<file path="src/rtl/rom_stream_pkg.sv">
// Shared types and constants for the ROM stream reader slice.
// Optional feature macro used by this slice: ROM_STREAM_LOOP_EN.
package rom_stream_pkg;

    // Sequencer states: idle, issuing ROM reads, waiting for the buffer to empty
    typedef enum logic [1:0] {
        IDLE  = 2'd0,
        READ  = 2'd1,
        DRAIN = 2'd2
    } state_t;

    // Cycles from driving rom_addr until the word can be written into the buffer
    localparam int ROM_RD_LATENCY = 2;

    // Bits needed to hold a count from 0 to depth inclusive
    function automatic int count_width(input int depth);
        return $clog2(depth + 1);
    endfunction

endpackage

</file>
<file path="src/rtl/rom_stream_reader_if.sv">
// Valid/ready output stream of the ROM stream reader.
// master: the reader (drives data/valid); slave: the consumer (drives ready).
interface rom_stream_reader_if #(
    parameter int DATA_WIDTH = 8
);
    logic [DATA_WIDTH-1:0] m_data;
    logic                  m_valid;
    logic                  m_ready;

    modport master (
        output m_data,
        output m_valid,
        input  m_ready
    );

    modport slave (
        input  m_data,
        input  m_valid,
        output m_ready
    );

endinterface

</file>
<file path="src/rtl/rom_stream_fifo.sv">
// Small synchronous FIFO that absorbs the ROM read pipeline so that
// downstream backpressure never drops a word. Head is shown combinationally.
module rom_stream_fifo
    import rom_stream_pkg::*;
#(
    parameter int DATA_WIDTH = 8,
    parameter int FIFO_DEPTH = 4,
    localparam int CW = count_width(FIFO_DEPTH)
) (
    input  logic                  clk,
    input  logic                  rst_n,
    input  logic                  push,
    input  logic [DATA_WIDTH-1:0] push_data,
    input  logic                  pop,
    input  logic                  flush,
    output logic [DATA_WIDTH-1:0] head,
    output logic [CW-1:0]         count,
    output logic                  empty,
    output logic                  full
);

    localparam int PW = $clog2(FIFO_DEPTH);

    logic [DATA_WIDTH-1:0] mem [FIFO_DEPTH];
    logic [PW-1:0]         wr_ptr_reg;
    logic [PW-1:0]         rd_ptr_reg;
    logic [CW-1:0]         count_reg;
    logic                  do_push;
    logic                  do_pop;

    assign empty   = (count_reg == '0);
    assign full    = (count_reg == CW'(FIFO_DEPTH));
    // A pop from a full FIFO frees the slot the same-cycle push lands in
    assign do_pop  = pop && !empty;
    assign do_push = push && (!full || do_pop);

    assign head  = mem[rd_ptr_reg];
    assign count = count_reg;

    // Storage write; entries reset to zero so the head reads 0 out of reset
    always_ff @(posedge clk or negedge rst_n) begin
        if (!rst_n) begin
            for (int i = 0; i < FIFO_DEPTH; i++) begin
                mem[i] <= '0;
            end
        end else if (do_push && !flush) begin
            mem[wr_ptr_reg] <= push_data;
        end
    end

    // Pointer and occupancy tracking; flush empties the FIFO in one edge
    always_ff @(posedge clk or negedge rst_n) begin
        if (!rst_n) begin
            wr_ptr_reg <= '0;
            rd_ptr_reg <= '0;
            count_reg  <= '0;
        end else if (flush) begin
            wr_ptr_reg <= '0;
            rd_ptr_reg <= '0;
            count_reg  <= '0;
        end else begin
            if (do_push) begin
                wr_ptr_reg <= wr_ptr_reg + PW'(1);
            end
            if (do_pop) begin
                rd_ptr_reg <= rd_ptr_reg + PW'(1);
            end
            if (do_push && !do_pop) begin
                count_reg <= count_reg + CW'(1);
            end else if (!do_push && do_pop) begin
                count_reg <= count_reg - CW'(1);
            end
        end
    end

endmodule

</file>
<file path="src/rtl/rom_stream_reader.sv">
// Address sequencer in front of a 1-cycle synchronous ROM. Reads the
// inclusive range start_addr..end_addr (wrapping modulo 2**ADDR_WIDTH) and
// streams each word out over a valid/ready interface.
// Optional macro ROM_STREAM_LOOP_EN adds a 'loop' input: when set at start,
// the range repeats without a bubble until abort.
module rom_stream_reader
    import rom_stream_pkg::*;
#(
    parameter int DATA_WIDTH = 8,
    parameter int ADDR_WIDTH = 4,
    parameter int FIFO_DEPTH = 4
) (
    input  logic                  clk,
    input  logic                  rst_n,
    input  logic                  start,
    input  logic                  abort,
    input  logic [ADDR_WIDTH-1:0] start_addr,
    input  logic [ADDR_WIDTH-1:0] end_addr,
`ifdef ROM_STREAM_LOOP_EN
    input  logic                  loop,
`endif
    output logic [ADDR_WIDTH-1:0] rom_addr,
    input  logic [DATA_WIDTH-1:0] rom_q,
    rom_stream_reader_if.master   m,
    output logic                  busy,
    output logic                  done
);

    localparam int CW = count_width(FIFO_DEPTH);
    localparam int OW = CW + 1;
    localparam int LW = count_width(ROM_RD_LATENCY);
    localparam logic [ADDR_WIDTH:0] ONE_WORD = 1;

    state_t                  state_reg;
    logic [ADDR_WIDTH-1:0]   rom_addr_reg;
    logic [ADDR_WIDTH-1:0]   issue_left_reg;   // reads still to issue after the current one
    logic [ADDR_WIDTH:0]     words_left_reg;   // beats not yet handed downstream
    logic [ROM_RD_LATENCY-1:0] pipe_reg;       // marks ROM reads in flight
    logic                    busy_reg;
    logic                    done_reg;

`ifdef ROM_STREAM_LOOP_EN
    logic                    loop_reg;
    logic [ADDR_WIDTH-1:0]   start_addr_reg;
    logic [ADDR_WIDTH-1:0]   span_reg;
`endif

    logic                    loop_active;
    logic [ADDR_WIDTH-1:0]   span;
    logic [DATA_WIDTH-1:0]   fifo_head;
    logic [CW-1:0]           fifo_count;
    logic                    fifo_empty;
    logic                    fifo_full;
    logic [LW-1:0]           inflight;
    logic [OW-1:0]           occupancy;
    logic                    credit;
    logic                    start_ok;
    logic                    read_adv;
    logic                    issue;
    logic                    push;
    logic                    beat;

`ifdef ROM_STREAM_LOOP_EN
    assign loop_active = loop_reg;
`else
    assign loop_active = 1'b0;
`endif

    // Distance from start to end; modulo arithmetic handles the wrap case
    assign span = end_addr - start_addr;

    assign beat = !fifo_empty && m.m_ready;
    assign push = pipe_reg[ROM_RD_LATENCY-1] && !abort;

    // Count reads in flight and decide whether another one fits in the buffer
    always_comb begin
        inflight = '0;
        for (int i = 0; i < ROM_RD_LATENCY; i++) begin
            inflight = inflight + LW'(pipe_reg[i]);
        end
        occupancy = OW'(fifo_count) + OW'(inflight);
        credit    = !fifo_full && (occupancy < OW'(FIFO_DEPTH));
        start_ok  = (state_reg == IDLE) && start && !abort;
        read_adv  = (state_reg == READ) && !abort && credit &&
                    ((issue_left_reg != '0) || loop_active);
        issue     = start_ok || read_adv;
    end

    // Read-latency pipe: the tail bit says rom_q holds a word to buffer
    always_ff @(posedge clk or negedge rst_n) begin
        if (!rst_n) begin
            pipe_reg <= '0;
        end else if (abort) begin
            pipe_reg <= '0;
        end else begin
            pipe_reg <= {pipe_reg[ROM_RD_LATENCY-2:0], issue};
        end
    end

    // Sequencer FSM with address counter, word counter and status outputs
    always_ff @(posedge clk or negedge rst_n) begin
        if (!rst_n) begin
            state_reg      <= IDLE;
            rom_addr_reg   <= '0;
            issue_left_reg <= '0;
            words_left_reg <= '0;
            busy_reg       <= 1'b0;
            done_reg       <= 1'b0;
`ifdef ROM_STREAM_LOOP_EN
            loop_reg       <= 1'b0;
            start_addr_reg <= '0;
            span_reg       <= '0;
`endif
        end else begin
            done_reg <= 1'b0;
            if (abort) begin
                state_reg <= IDLE;
                busy_reg  <= 1'b0;
            end else begin
                case (state_reg)
                    IDLE: begin
                        if (start) begin
                            state_reg      <= READ;
                            busy_reg       <= 1'b1;
                            rom_addr_reg   <= start_addr;
                            issue_left_reg <= span;
                            words_left_reg <= {1'b0, span} + ONE_WORD;
`ifdef ROM_STREAM_LOOP_EN
                            loop_reg       <= loop;
                            start_addr_reg <= start_addr;
                            span_reg       <= span;
`endif
                        end
                    end
                    READ: begin
                        if (read_adv) begin
                            if (issue_left_reg != '0) begin
                                rom_addr_reg   <= rom_addr_reg + 1'b1;
                                issue_left_reg <= issue_left_reg - 1'b1;
                            end
`ifdef ROM_STREAM_LOOP_EN
                            else begin
                                // Loop mode: jump straight back to the first address
                                rom_addr_reg   <= start_addr_reg;
                                issue_left_reg <= span_reg;
                            end
`endif
                        end else if ((issue_left_reg == '0) && !loop_active) begin
                            state_reg <= DRAIN;
                        end
                        if (beat) begin
                            words_left_reg <= words_left_reg - 1'b1;
                        end
                    end
                    DRAIN: begin
                        if (beat) begin
                            words_left_reg <= words_left_reg - 1'b1;
                            if (words_left_reg == ONE_WORD) begin
                                state_reg <= IDLE;
                                busy_reg  <= 1'b0;
                                done_reg  <= 1'b1;
                            end
                        end
                    end
                    default: begin
                        state_reg <= IDLE;
                        busy_reg  <= 1'b0;
                    end
                endcase
            end
        end
    end

    rom_stream_fifo #(
        .DATA_WIDTH (DATA_WIDTH),
        .FIFO_DEPTH (FIFO_DEPTH)
    ) u_fifo (
        .clk       (clk),
        .rst_n     (rst_n),
        .push      (push),
        .push_data (rom_q),
        .pop       (beat),
        .flush     (abort),
        .head      (fifo_head),
        .count     (fifo_count),
        .empty     (fifo_empty),
        .full      (fifo_full)
    );

    assign rom_addr  = rom_addr_reg;
    assign busy      = busy_reg;
    assign done      = done_reg;
    assign m.m_data  = fifo_head;
    assign m.m_valid = !fifo_empty;

endmodule

</file>
<file path="src/flat_wrapper.sv">
// flat-port wrapper written by rule: the top's interface ports become plain ports
module rom_stream_reader_flat import rom_stream_pkg::*;
#(
    parameter int DATA_WIDTH = 8,
    parameter int ADDR_WIDTH = 4,
    parameter int FIFO_DEPTH = 4
)
  (clk, rst_n, start, abort, start_addr, end_addr, rom_addr, rom_q, busy, done, m_m_data, m_m_valid, m_m_ready);
  rom_stream_reader_if #(.DATA_WIDTH(DATA_WIDTH)) m_i ();
  input  logic clk;
  input  logic rst_n;
  input  logic start;
  input  logic abort;
  input  logic [ADDR_WIDTH-1:0] start_addr;
  input  logic [ADDR_WIDTH-1:0] end_addr;
  output logic [ADDR_WIDTH-1:0] rom_addr;
  input  logic [DATA_WIDTH-1:0] rom_q;
  output logic busy;
  output logic done;
  output wire logic [$bits(m_i.m_data)-1:0] m_m_data;
  output wire logic [$bits(m_i.m_valid)-1:0] m_m_valid;
  input wire logic [$bits(m_i.m_ready)-1:0] m_m_ready;
  assign m_m_data = m_i.m_data;
  assign m_m_valid = m_i.m_valid;
  assign m_i.m_ready = m_m_ready;
  rom_stream_reader #(.DATA_WIDTH(DATA_WIDTH), .ADDR_WIDTH(ADDR_WIDTH), .FIFO_DEPTH(FIFO_DEPTH)) u_core (.clk(clk), .rst_n(rst_n), .start(start), .abort(abort), .start_addr(start_addr), .end_addr(end_addr), .rom_addr(rom_addr), .rom_q(rom_q), .m(m_i), .busy(busy), .done(done));
endmodule
</file>
<file path="config.mk">
export PLATFORM = sky130hd
export DESIGN_NAME = rom_stream_reader_flat
export DESIGN_NICKNAME = d
export VERILOG_FILES = /design/src/rtl/rom_stream_pkg.sv /design/src/rtl/rom_stream_reader_if.sv /design/src/rtl/rom_stream_fifo.sv /design/src/rtl/rom_stream_reader.sv /design/src/flat_wrapper.sv
export SDC_FILE = /design/constraint.sdc
export NUM_CORES = 1
export LEC_CHECK = 0
export ABC_AREA = 1
export CAP_MARGIN = 25
export CORE_ASPECT_RATIO = 2
export CORE_MARGIN = 2
export CORE_UTILIZATION = 35
export CTS_CLUSTER_DIAMETER = 50
export CTS_CLUSTER_SIZE = 16
export DETAILED_ROUTE_END_ITERATION = 6
export MAX_ROUTING_LAYER = met4
export SLEW_MARGIN = 15
export SYNTH_ARGS = -nofsm -noshare
export SYNTH_HDL_FRONTEND = slang
export SYNTH_SLANG_ARGS = --single-unit
</file>
<file path="constraint.sdc">
create_clock -name clk -period 5.69 [get_ports clk]
set_input_delay 1.138 -clock clk [delete_from_list [all_inputs] [get_ports clk]]
set_output_delay 1.138 -clock clk [all_outputs]
set_load 0.01 [all_outputs]
</file>
==> results of run 1 <==
==> cell type report <==
class | count | area, um^2
Clock buffer | 9 | 225
Clock inverter | 6 | 82.6
Fill cell | 941 | 5460
Inverter | 51 | 200
Multi-Input combinational cell | 255 | 1820
Sequential cell | 58 | 1450
Tap cell | 132 | 165
Timing Repair Buffer | 36 | 353
==> power groups by stage <==
stage	Sequential [mW]	Clock (mW)	Combinational (mW)
floorplan	0.625	0	0.569
detailed placement	0.652	0	0.810
global placement	0.648	0	0.793
global route	0.667	0.594	0.915
finish	0.647	0.563	0.803
CTS	0.648	0.574	0.816
==> cells by family after synthesis <==
logic type                 count (synthesis)  synth area share (%)
DFF                                       58                  41.3
muxes                                     32                  13.7
buffers and inverters                     57                  6.87
and+or+nand+nor                          131                  18.8
AOI/OAI and AO/OA                         67                  10.7
xor gates and xnor gates                   6                  1.49
adders and majority gates                 19                  7.19
==> synth_stat cells, drive strengths merged <==
master	count	area share [%]
nand2	73	8.7
dfrtp	58	41
inv	50	5.5
nor2	41	7.2
o21ai	41	6.3
mux2	32	14
ha	17	6.0
a21oi	15	2.5
nand3	13	2.2
o22ai	8	1.4
buf	5	1.1
xor2	5	1.2
fa	2	1.1
a21boi	1	0.21
a31oi	1	0.18
clkbuf	1	0.11
clkinv	1	0.14
nand3b	1	0.21
nor3	1	0.14
nor4	1	0.18
o211ai	1	0.21
or2	1	0.18
xnor2	1	0.25
==> path summary, 6_finish.rpt <==
kind                                       endpoint  slack [ns]  cells after the start
setup / recovery                        m_m_data[5]        2.26                      4
min in group asynchronous     u_core.u_fifo.mem[18]        0.64                      1
hold reg to reg            u_core.issue_left_reg[0]        0.49                      2
setup reg to reg             u_core.u_fifo.count[2]        3.77                      9
max in group asynchronous      u_core.u_fifo.mem[7]        4.13                      2
hold / removal             u_core.issue_left_reg[0]        0.49                      2
==> metrics by stage <==
stage          instances  power (mW)  instance area, um^2
3_3_place_gp         532        1.44                 3990
2_1_floorplan        370        1.19                 3520
4_1_cts              547        2.04                 4300
5_1_grt              547        2.18                 4300
3_5_place_dp         532        1.46                 3990
6_report             547        2.01                 4300
==> worst max-delay path, delay by kind of cell (launching register included) <==
kind            cells  cell delay (ns)
buf+inv             2             0.89
flops               1             0.68
compound gates      2             0.38
==> layer usage <==
metal | vias up | global-route usage (%)
met4 | 0 | 5.98
met1 | 1238 | 16.5
met3 | 14 | 4.22
met2 | 53 | 28.0
met5 | - | -
li1 | 1286 | -
==> metrics.txt, run 1 <==
I/O Buffers=35; worst-path cell chain=inv_1 -> o21ai_0 -> o22ai_1 -> clkdlybuf4s50_1; Via Count=roughly 2600; Area growth syn-to-layout=22.3%; YS warnings=0; highest metal layer with signal wires=met4; Startpoint Class=flip-flop; Seq cells post-synth=58; initial antenna violation count=0; Finish-stage setup viols=0; commonest cells after routing, fill and taps aside=nand2_1 (66), dfrtp_1 (58), inv_1 (45); clock share of power=between 20% and 30%; worst slew pin tran=~0.69 ns; CORE AREA=just under 10000 um^2; Worst EP arrival=roughly 2.3 ns; final worst slack=approximately 2.3 ns; CTS Buffer Depth=2; switching part of the total=35.5%; status=completed; CP endpoint kind=output port; worst skew pair latency=0.32 ns; pin count of the biggest net entering global routing=52; CTS tree=yes; Total Neg Setup Slack=0 ns; cts hold-fix bufs=0; Setup Skew=about 0.0053 ns; Initial Utilization=between 30 and 40%; pwr/cell area=between 400 and 500 nW/um^2; I/O pins=36; grt total ovfl=0; fin crit period=about 3.4 ns; die width=between 70 and 80 um; WL met1=around 2.9 mm; syn avg cell area=9.51 um^2; Slew Limit Fails=0; Reg-to-Reg Start=u_core.u_fifo.count[1]; commonest non-fill, non-tap cell in the layout=nand2_1; Synth Cell Area=~3500 um^2; Slowest cell on crit path=dfrtp_1; vias in the first global route=2771; Setup crit start=u_core.u_fifo.rd_ptr_reg[0]; Max Freq=292 MHz; Worst VDD drop=roughly 0.26 mV; WL met2=around 4.2 mm; Critical Path Max Stage Delay=0.68 ns; Comb power frac=about two fifths; dpl ws=~2.4 ns; first-pass GRT wire length=13.1 mm; DR WL met3=~310 um; setup bufs post-CTS=0; RSZ-0062 raised after global routing=false; Crit Path Category=reg2out; Final #Nets=451; Slew HR=between 50% and 60%; maxcap violations=0; max reg flops=32; Flop pwr share=roughly 32%; CTS-repair resized insts=0; site row count=a little over 50; layout cells sized above 1=between 10% and 20%; Root Driver=clkbuf_16; final cycle utilization of the critical path=60.2%; clk sinks=between 50 and 60; Ant. Diodes=0; hold path start=u_core.issue_left_reg[0]; Worst EP required=4.55 ns; Via density=~4.7; Syn Inst Count=370; drt first-iter violations=63; Detailed Route WL=~7.6 mm; Netlist cell types=35; Final Hold Viols=0; syn nets=410; Pleak=about 2.1 nW; gpl congestion=about 0.76; H-Tree Depth=3; DR WL/cell=13.9 um; CTS buffer count=9; Die Area=between 10000 and 15000 um^2; P_int=about 1.3 mW; CTS clk-pin slew, worst paths=approximately 0.050 ns; Die H=roughly 150 um; Post-route DRC=0; post-route core utilization=~44%; ANT nets after route=0; detailed placer's ending HPWL=roughly 5.7 mm; CP Max Fanout=18; Total GRT Usage=16.0%; NetSw=0.714 mW; Hold/Removal Path Class=reg2reg; sequential area share after synthesis=~41%; DR pass1 iterations=4; final hold slack=about 0.49 ns
Note: power is estimated with default switching activity, not from simulation.
==> run 2, diff against run 1 <==
- clock period: 5.69 -> 3.2 ns (I/O delays scaled with it)
==> metrics.txt, run 2 (synthesized netlist as in run 1, its figures left out) <==
CTS buffer count=9 (unchanged); Critical Path Max Stage Delay=0.59 ns (was 0.68 ns); fin crit period=2.68 ns; Total Neg Setup Slack=0 ns (unchanged); first-pass GRT wire length=12.4 mm (was 13.1 mm); Post-route DRC=0 (unchanged); status=completed (unchanged); Initial Utilization=36.0% (unchanged); CTS clk-pin slew, worst paths=0.05 ns (about the same); Slew Limit Fails=0 (unchanged); gpl congestion=0.803 (was 0.757); grt total ovfl=0 (unchanged); die width=74.9 um (unchanged); site row count=51 (unchanged); CTS tree=yes (unchanged); DR WL/cell=13.3 um (was 13.9 um); Die H=146 um (unchanged); RSZ-0062 raised after global routing=false (unchanged); Via density=4.70 (was 4.74); Finish-stage setup viols=0 (unchanged); CP Max Fanout=10 (was 18); fin area=4340 um^2 (was 4300 um^2); ANT nets after route=0 (unchanged); vias in the first global route=2621 (was 2771); Final #Nets=453 (was 451); Hold/Removal Path Class=in2async (was reg2reg); Detailed Route WL=7.30 mm (was 7.59 mm); Pleak=2.13 nW (was 2.11 nW); Root Driver=clkbuf_16 (unchanged); Worst VDD drop=0.397 mV (was 0.256 mV); worst-path cell chain=inv_1 -> o21ai_0 -> o22ai_1 -> clkdlybuf4s50_1 (unchanged); Slowest cell on crit path=clkdlybuf4s50_1 (was dfrtp_1); Reg-to-Reg Start=u_core.u_fifo.count[1] (unchanged); CP endpoint kind=output port (unchanged); reg-to-reg slack, setup=1.28 ns (was 3.77 ns); cts hold-fix bufs=0 (unchanged); Bufs and invs on worst path=2 (unchanged); CTS Buffer Depth=2 (unchanged); H-Tree Depth=3 (unchanged); commonest non-fill, non-tap cell in the layout=nand2_1 (unchanged); I/O Buffers=35 (unchanged); commonest cells after routing, fill and taps aside=nand2_1 (66), dfrtp_1 (58), inv_1 (45) (unchanged); Cell Area, Placed=4010 um^2 (was 3990 um^2); initial antenna violation count=0 (unchanged); CTS-repair resized insts=0 (unchanged); final cycle utilization of the critical path=between 80% and 90%; detailed placer's ending HPWL=5.50 mm (was 5.70 mm); worst skew pair latency=0.32 ns (about the same); Reg2Reg Depth=9 (unchanged); Filler Cell Count=925 (was 941); Max Freq=373 MHz; Final Hold Viols=0 (unchanged); Area growth syn-to-layout=23.3% (was 22.3%); setup bufs post-CTS=0 (unchanged); pin count of the biggest net entering global routing=51 (was 52); Startpoint Class=flip-flop (unchanged); delay-heaviest family, CP=buffers and inverters (unchanged); Worst EP arrival=2.04 ns (was 2.29 ns); Total GRT Usage=15.2% (was 16.0%); drt first-iter violations=96 (was 63); Ant. Diodes=0 (unchanged); worst slew pin tran=0.659 ns (was 0.688 ns); pwr/cell area=834 nW/um^2 (was 468 nW/um^2); Crit Path Category=reg2out (unchanged); Critical R2R Capture=u_core.u_fifo.count[2] (unchanged); I/O pins=36 (unchanged); Die Area=10900 um^2 (unchanged); maxcap violations=0 (unchanged); DR pass1 iterations=4 (unchanged); Via Count=2576 (was 2591); Slew HR=56.0% (was 54.1%); Setup Skew=0.00472 ns (was 0.00531 ns); CORE AREA=9760 um^2 (unchanged); clk sinks=58 (unchanged); max reg flops=32 (unchanged); layout cells sized above 1=19.2% (was 19.0%); Worst EP required=2.56 ns (was 4.55 ns)
run 2: layer usage:
metal	part of all wire, %	vias to the layer above	wire (um)	GRT usage, %
met2	56	47	4070	26.8
li1	-	1293	-	-
met1	39	1227	2850	15.5
met4	1.7	0	125	5.89
met3	3.5	9	255	3.74
met5	0	-	0	-
run 2: per-stage QoR:
stage               worst slack, ns  power, mW  cells  hold slack, ns  utilization, %
CTS                           0.488       3.67    548           0.144            44.4
detailed placement            0.650       2.59    534           0.475            41.1
global placement              0.652       2.58    534           0.469            41.1
finish                        0.519       3.61    548           0.155            44.4
floorplan                      1.18       2.12    370           0.344               -
global route                  0.395       3.90    548           0.159            44.4
run 2: layout make-up:
class	instances	area (um^2)	area share [%]
clock buffers	12	267	6.15
clock inverters	2	60.1	1.39
inverters	51	200	4.62
multi-input cells	255	1820	42.1
flip-flops and latches	58	1450	33.5
well taps	132	165	3.81
repair buffers	38	368	8.48
run 2: worst max-delay path by stage:
stage	from	endpoint	slack, ns	depth (start not counted)
after detailed placement	m_m_ready	u_core.u_fifo.count[2]	0.65	10
after global routing	u_core.u_fifo.rd_ptr_reg[1]	m_m_data[6]	0.40	4
final	u_core.u_fifo.rd_ptr_reg[1]	m_m_data[6]	0.52	4
after global placement	m_m_ready	u_core.u_fifo.count[2]	0.65	10
after floorplan	m_m_ready	u_core.u_fifo.count[2]	1.18	9
after CTS	u_core.u_fifo.rd_ptr_reg[1]	m_m_data[6]	0.49	4
run 2: worst reg2reg max path, cell delays in order (launching register included):
cell and delay (ns):
dfrtp_1 0.41, nor2_4 0.19, nand3_4 0.11, nand2_8 0.17, nor2_4 0.07, fa_1 0.44
xor2_1 0.16, xor2_1 0.16, nand2_1 0.07, nand2_1 0.04
run 2: where the power goes:
part	internal, mW	switching, mW
Sequential	0.966	0.164
Combinational	0.676	0.761
Clock	0.735	0.312
==> RTL edit 1 (config.mk and constraints of run 2) <==
Compare `count_reg` against `CW'(FIFO_DEPTH)` with >= in place of ==.
--- a/src/rtl/rom_stream_fifo.sv
+++ b/src/rtl/rom_stream_fifo.sv
@@ -29,7 +29,7 @@
     logic                  do_pop;
 
     assign empty   = (count_reg == '0);
-    assign full    = (count_reg == CW'(FIFO_DEPTH));
+    assign full    = (count_reg >= CW'(FIFO_DEPTH));
     // A pop from a full FIFO frees the slot the same-cycle push lands in
     assign do_pop  = pop && !empty;
     assign do_push = push && (!full || do_pop);
Formal check against the unedited RTL: same outputs for any inputs over 10 cycles, from zero or initial values and one cycle with rst_n low; that may be too few to reach the edited logic, so the function may still have changed.
==> RTL edit 1 against run 2 <==
Utilization fell by 1.1 points; global-route usage rose by 2.7 points; critical path depth is the same; clock power fell by 20%; first-iteration DRC count up 130%; register-to-register slack lost 0.12 ns; sequential power down 4%; worst setup slack improved by 0.0075 ns; via count increased by 14%; power is 9.6% lower; final area is 6.9% lower; area after synthesis fell by 4.6%; wire length rose by 13%; sequential cell count is the same; critical endpoint is now m_m_data[7].
==> RTL edit 1: results (changes against run 2) <==
Outcome = finished, final reports clean (unchanged)
Met3 Track Usage GR = 0.0354 (was 0.0374)
Most frequent cells after synthesis = 128 x nand2_1, 58 x dfrtp_1, 39 x inv_1 (was 66 x nand2_1, 58 x dfrtp_1, 45 x inv_1)
R2R Setup Slk = 1.16 ns (was 1.28 ns)
Largest net degree at the start of global routing = 38 (was 51)
Non-Clock Inverter Count = 43 (was 51)
NonClk Buf Share = 0.0911 (was 0.0848)
Final core occ = 0.433 (was 0.444)
GR Util All Layers = 0.179 (was 0.152)
Reg2reg start = u_core.state_reg[1] (was u_core.u_fifo.count[1])
Syn avg cell area = 7.84 sq um (was 9.51 sq um)
Leak Pwr = 0.00204 uW (was 0.00213 uW)
Synth warn = 0 (unchanged)
Largest register FFs = 32 (unchanged)
M1 WL = 3.18 mm (was 2.85 mm)
Met2 WL = 4.58 mm (was 4.07 mm)
Nets = 508 (was 453)
Antenna diode count = 0 (unchanged)
Routed vias/inst = 5.12 (was 4.70)
Reg-to-reg endpoint = u_core.issue_left_reg[1] (was u_core.u_fifo.count[2])
CTS max path bufs = 2 (unchanged)
Multi-input logic area = 1670 sq um (was 1820 sq um)
Seq/Total Area, Yosys = 0.432 (was 0.413)
Clk tree area frac = 0.0629 (was 0.0753)
Seq_cells = 58 (unchanged)
Placed Instances = 561 (was 534)
Multi-In Gates = 318 (was 255)
Max layer used = met4 (unchanged)
Placed instance area = 3780 sq um (was 4010 sq um)
Hold_ws = 0.370 ns (was 0.155 ns)
Vias in the first global route = 2937 (was 2621)
Fin cells = 576 (was 548)
First-pass GRT wire length = 13.9 mm (was 12.4 mm)
Fraction of area in registers = 0.360 (was 0.335)
Gp weighted congestion = 0.834 (was 0.803)
Maximum fanout along the worst path = 17 (was 10)
Filler Cells Inserted = 945 (was 925)
HPWL after DPL = 6.15 mm (was 5.50 mm)
Switching power = 1250 uW (was 1240 uW)
Met2 GRT Util = 0.318 (was 0.268)
Clkbuf count = 12 (unchanged)
GR Layer Usage met1 = 0.179 (was 0.155)
Worst Reg-to-Reg Cells = 9 (unchanged)
Clk_skew = 0.00700 ns (was 0.00472 ns)
Clk root buf = clkbuf_16 (unchanged)
Share of cells above drive strength 1 = 0.0847 (was 0.192)
Syn Nets = 468 (was 410)
Overall routed net length = 8.22 mm (was 7.30 mm)
Worst Tran Pin Value = 0.730 ns (was 0.659 ns)
Area contributors post-synth = dfrtp_1 43%, nand2_1 14%, ha_1 6.3% (was dfrtp_1 41%, mux2_4 14%, nand2_1 7.0%)
DR WL met3 = 232 um (was 255 um)
DP Worst Slack = 0.576 ns (was 0.650 ns)
Die X-Extent = 73.3 um (was 74.9 um)
CTS clk-pin slew, worst paths = 0.05 ns (about the same)
Initial DRC Count = 216 (was 96)
Post-CTS Setup Repair Bufs = 0 (unchanged)
Peak VDD IR = 0.319 mV (was 0.397 mV)
-- RTL edit 1: changes by cell type in the layout (fill, tap and decap cells not counted), moves of 3 or more --
cell	delta
o21ai_0	+3
clkbuf_8	-3
clkbuf_1	+3
nor2_8	-5
nand3_1	+5
inv_1	-6
a21oi_1	-5
xor2_1	-3
o21ai_1	+29
mux2_4	-32
nand2_1	+62
-- RTL edit 1: worst max path at each step --
stage | from | to | slack, ns
3_3_place_gp | end_addr[0] | u_core.words_left_reg[2] | 0.61
3_5_place_dp | end_addr[0] | u_core.words_left_reg[2] | 0.58
5_1_grt | u_core.u_fifo.rd_ptr_reg[0] | m_m_data[7] | 0.41
2_1_floorplan | end_addr[0] | u_core.words_left_reg[2] | 1.16
4_1_cts | u_core.u_fifo.rd_ptr_reg[0] | m_m_data[7] | 0.49
6_report | u_core.u_fifo.rd_ptr_reg[0] | m_m_data[7] | 0.53
-- RTL edit 1: kinds of logic (layout without fill, tap and decap cells) --
kind of cell / Yosys count / count (layout) / share of synthesized area
flip-flops: 58 / 58 / 0.432
adder cells (fa/ha/maj): 19 / 19 / 0.0753
AO/OA/AOI/OAI: 95 / 95 / 0.157
XOR/XNOR: 4 / 4 / 0.0104
AND/OR/NAND/NOR: 200 / 200 / 0.254
buffers and inverters: 52 / 96 / 0.0704
-- RTL edit 1: critical path, cell delays in order (launching register included) --
cell	delay, ns
dfrtp_1	0.37
inv_1	0.42
o21ai_0	0.17
o22ai_1	0.17
clkdlybuf4s50_1	0.56
-- RTL edit 1: power groups by stage --
stage                     sequential (uW)  combinational [uW]  clock [uW]
after floorplan                      1070                 918           0
final                                1090                1340         840
after detailed placement             1100                1360           0
after global routing                 1110                1550         878
after global placement               1090                1330           0
after CTS                            1090                1360         855
==> RTL edit 2 (settings of run 2) <==
Without the edit above. The package constant `ROM_RD_LATENCY` goes from 2 to 4.
--- a/src/rtl/rom_stream_pkg.sv
+++ b/src/rtl/rom_stream_pkg.sv
@@ -10,7 +10,7 @@
     } state_t;
 
     // Cycles from driving rom_addr until the word can be written into the buffer
-    localparam int ROM_RD_LATENCY = 2;
+    localparam int ROM_RD_LATENCY = 4;
 
     // Bits needed to hold a count from 0 to depth inclusive
     function automatic int count_width(input int depth);
Behaviour: not the same (a bounded check fails within 4 cycles, from zero or initial values and one cycle with rst_n low).
==> RTL edit 2 against run 2 <==
Sequential cell count up 2; area after synthesis down 0.89%; largest cell class unchanged; register-to-register slack worse by 0.65 ns; power down 4.8%; final area down 2.6%; wire length up 5.2%; worst setup slack better by 0.015 ns; die area down 0.86%.
==> RTL edit 2: results (changes against run 2) <==
Vias in the first global route = 2763 (was 2621)
Reg2reg start = u_core.pipe_reg[0] (was u_core.u_fifo.count[1])
Cts bufs inserted = 9 (unchanged)
Reg-to-reg endpoint = u_core.issue_left_reg[2] (was u_core.u_fifo.count[2])
Synth warn = 0 (unchanged)
Fin. Hold Viols = 0 (unchanged)
Initial DRC Count = 132 (was 96)
Nets = 502 (was 453)
R2R Setup Slk = 0.63 ns (was 1.28 ns)
Max-slew headroom = 0.470 (was 0.560)
Syn Nets = 462 (was 410)
Initial antenna violation count = 0 (unchanged)
Clk_skew = 0.00433 ns (was 0.00472 ns)
Synth Flop Type = dfrtp_1 (unchanged)
Post_cts resized = 0 (unchanged)
Worst hold-check path type = primary input to async pin (unchanged)
Largest net degree at the start of global routing = 61 (was 51)
Share of cells above drive strength 1 = 0.0931 (was 0.192)
Critical path arrival = 2.03 ns
Filler Cells Inserted = 1007 (was 925)
First-pass GRT wire length = 12.7 mm (was 12.4 mm)
Gp weighted congestion = 0.807 (was 0.803)
CTS max path bufs = 2 (unchanged)
Most frequent cells after synthesis = 100 x nand2_1, 60 x dfrtp_1, 46 x inv_1 (was 66 x nand2_1, 58 x dfrtp_1, 45 x inv_1)
Async SR Flop Fraction = 1.00 (unchanged)
CTS H-tree lvls = 3 (unchanged)
Peak VDD IR = 0.430 mV (was 0.397 mV)
Leak Pwr = 0.00204 uW (was 0.00213 uW)
HPWL after DPL = 5.75 mm (was 5.50 mm)
CTS clk-pin slew, worst paths = 0.05 ns (about the same)
CP startpoint = u_core.u_fifo.rd_ptr_reg[0] (was u_core.u_fifo.rd_ptr_reg[1])
Post-CTS Setup Repair Bufs = 0 (unchanged)
Port buffer count = 35 (unchanged)
Antenna diode count = 0 (unchanged)
Placed instance area = 3930 sq um (was 4010 sq um)
Via count = 2911 (was 2576)
Outcome = finished, final reports clean (unchanged)
Yosys cell types = 34 (was 35)
Area contributors post-synth = dfrtp_1 43%, nand2_1 11%, ha_1 7.2% (was dfrtp_1 41%, mux2_4 14%, nand2_1 7.0%)
Seq/Total Area, Yosys = 0.431 (was 0.413)
Worst-skew pair later-pin latency = 0.33 ns
Wirelength per Cell = 12.9 um (was 13.3 um)
Maximum fanout along the worst path = 17 (was 10)
CP endpoint = m_m_data[1] (was m_m_data[6])
GR Util All Layers = 0.157 (was 0.152)
Clk root buf = clkbuf_16 (unchanged)
Worst Reg-to-Reg Cells = 12 (was 9)
==> RTL edit 2: critical path: stages (launching register included) <==
cell and delay (ns):
dfrtp_1 0.38, inv_1 0.42, o21ai_0 0.16, o22ai_1 0.17
clkdlybuf4s50_1 0.56
==> RTL edit 2: cell type report <==
type,count,area (sq um),area share
Multi-Input combinational cell,297,1690,0.400
Sequential cell,60,1500,0.355
Timing Repair Buffer,39,375,0.0889
Clock buffer,10,239,0.0566
Inverter,51,201,0.0477
Tap cell,132,165,0.0391
Clock inverter,5,52.6,0.0124
==> RTL edit 2: how the worst min path moves through the flow <==
stage / from / endpoint / slack (ns) / cells past startpoint
after floorplan: rst_n / u_core.busy / 0.34 / 0
after global placement: u_core.issue_left_reg[0] / u_core.issue_left_reg[0] / 0.46 / 2
after detailed placement: u_core.issue_left_reg[0] / u_core.issue_left_reg[0] / 0.46 / 2
after CTS: u_core.issue_left_reg[0] / u_core.issue_left_reg[0] / 0.48 / 2
after global routing: u_core.issue_left_reg[0] / u_core.issue_left_reg[0] / 0.51 / 2
final: rst_n / u_core.u_fifo.mem[27] / 0.47 / 2
==> RTL edit 2: metal layers <==
layer | global-route usage | part of all wire | vias to the layer above | routed length [um]
li1 | - | - | 1443 | -
met4 | 0.0795 | 0.025 | 0 | 191
met1 | 0.153 | 0.38 | 1408 | 2910
met2 | 0.281 | 0.57 | 46 | 4370
met5 | - | 0 | - | 0
met3 | 0.0299 | 0.026 | 14 | 202
==> RTL edit 2: kinds of logic after synthesis <==
group                      count (synthesis)  share of synthesized area
buffers and inverters                     61                     0.0847
AOI/OAI and AO/OA                         97                      0.151
adders and majority gates                 23                     0.0890
xor gates and xnor gates                   5                     0.0126
and+or+nand+nor                          172                      0.232
DFF                                       60                      0.431
==> RTL edit 2: power breakdown <==
part | leakage [uW] | switching [uW] | internal (uW)
clock | 0.000144 | 341 | 614
combinational | 0.00110 | 799 | 597
sequential | 0.000796 | 142 | 947
==> RTL edit 2: metrics by stage <==
stage | worst slack [ns] | power (uW) | cells
after floorplan | 0.837 | 2030 | 418
after global placement | 0.646 | 2490 | 579
after detailed placement | 0.604 | 2520 | 579
after CTS | 0.502 | 3490 | 594
after global routing | 0.439 | 3710 | 594
final | 0.534 | 3440 | 594
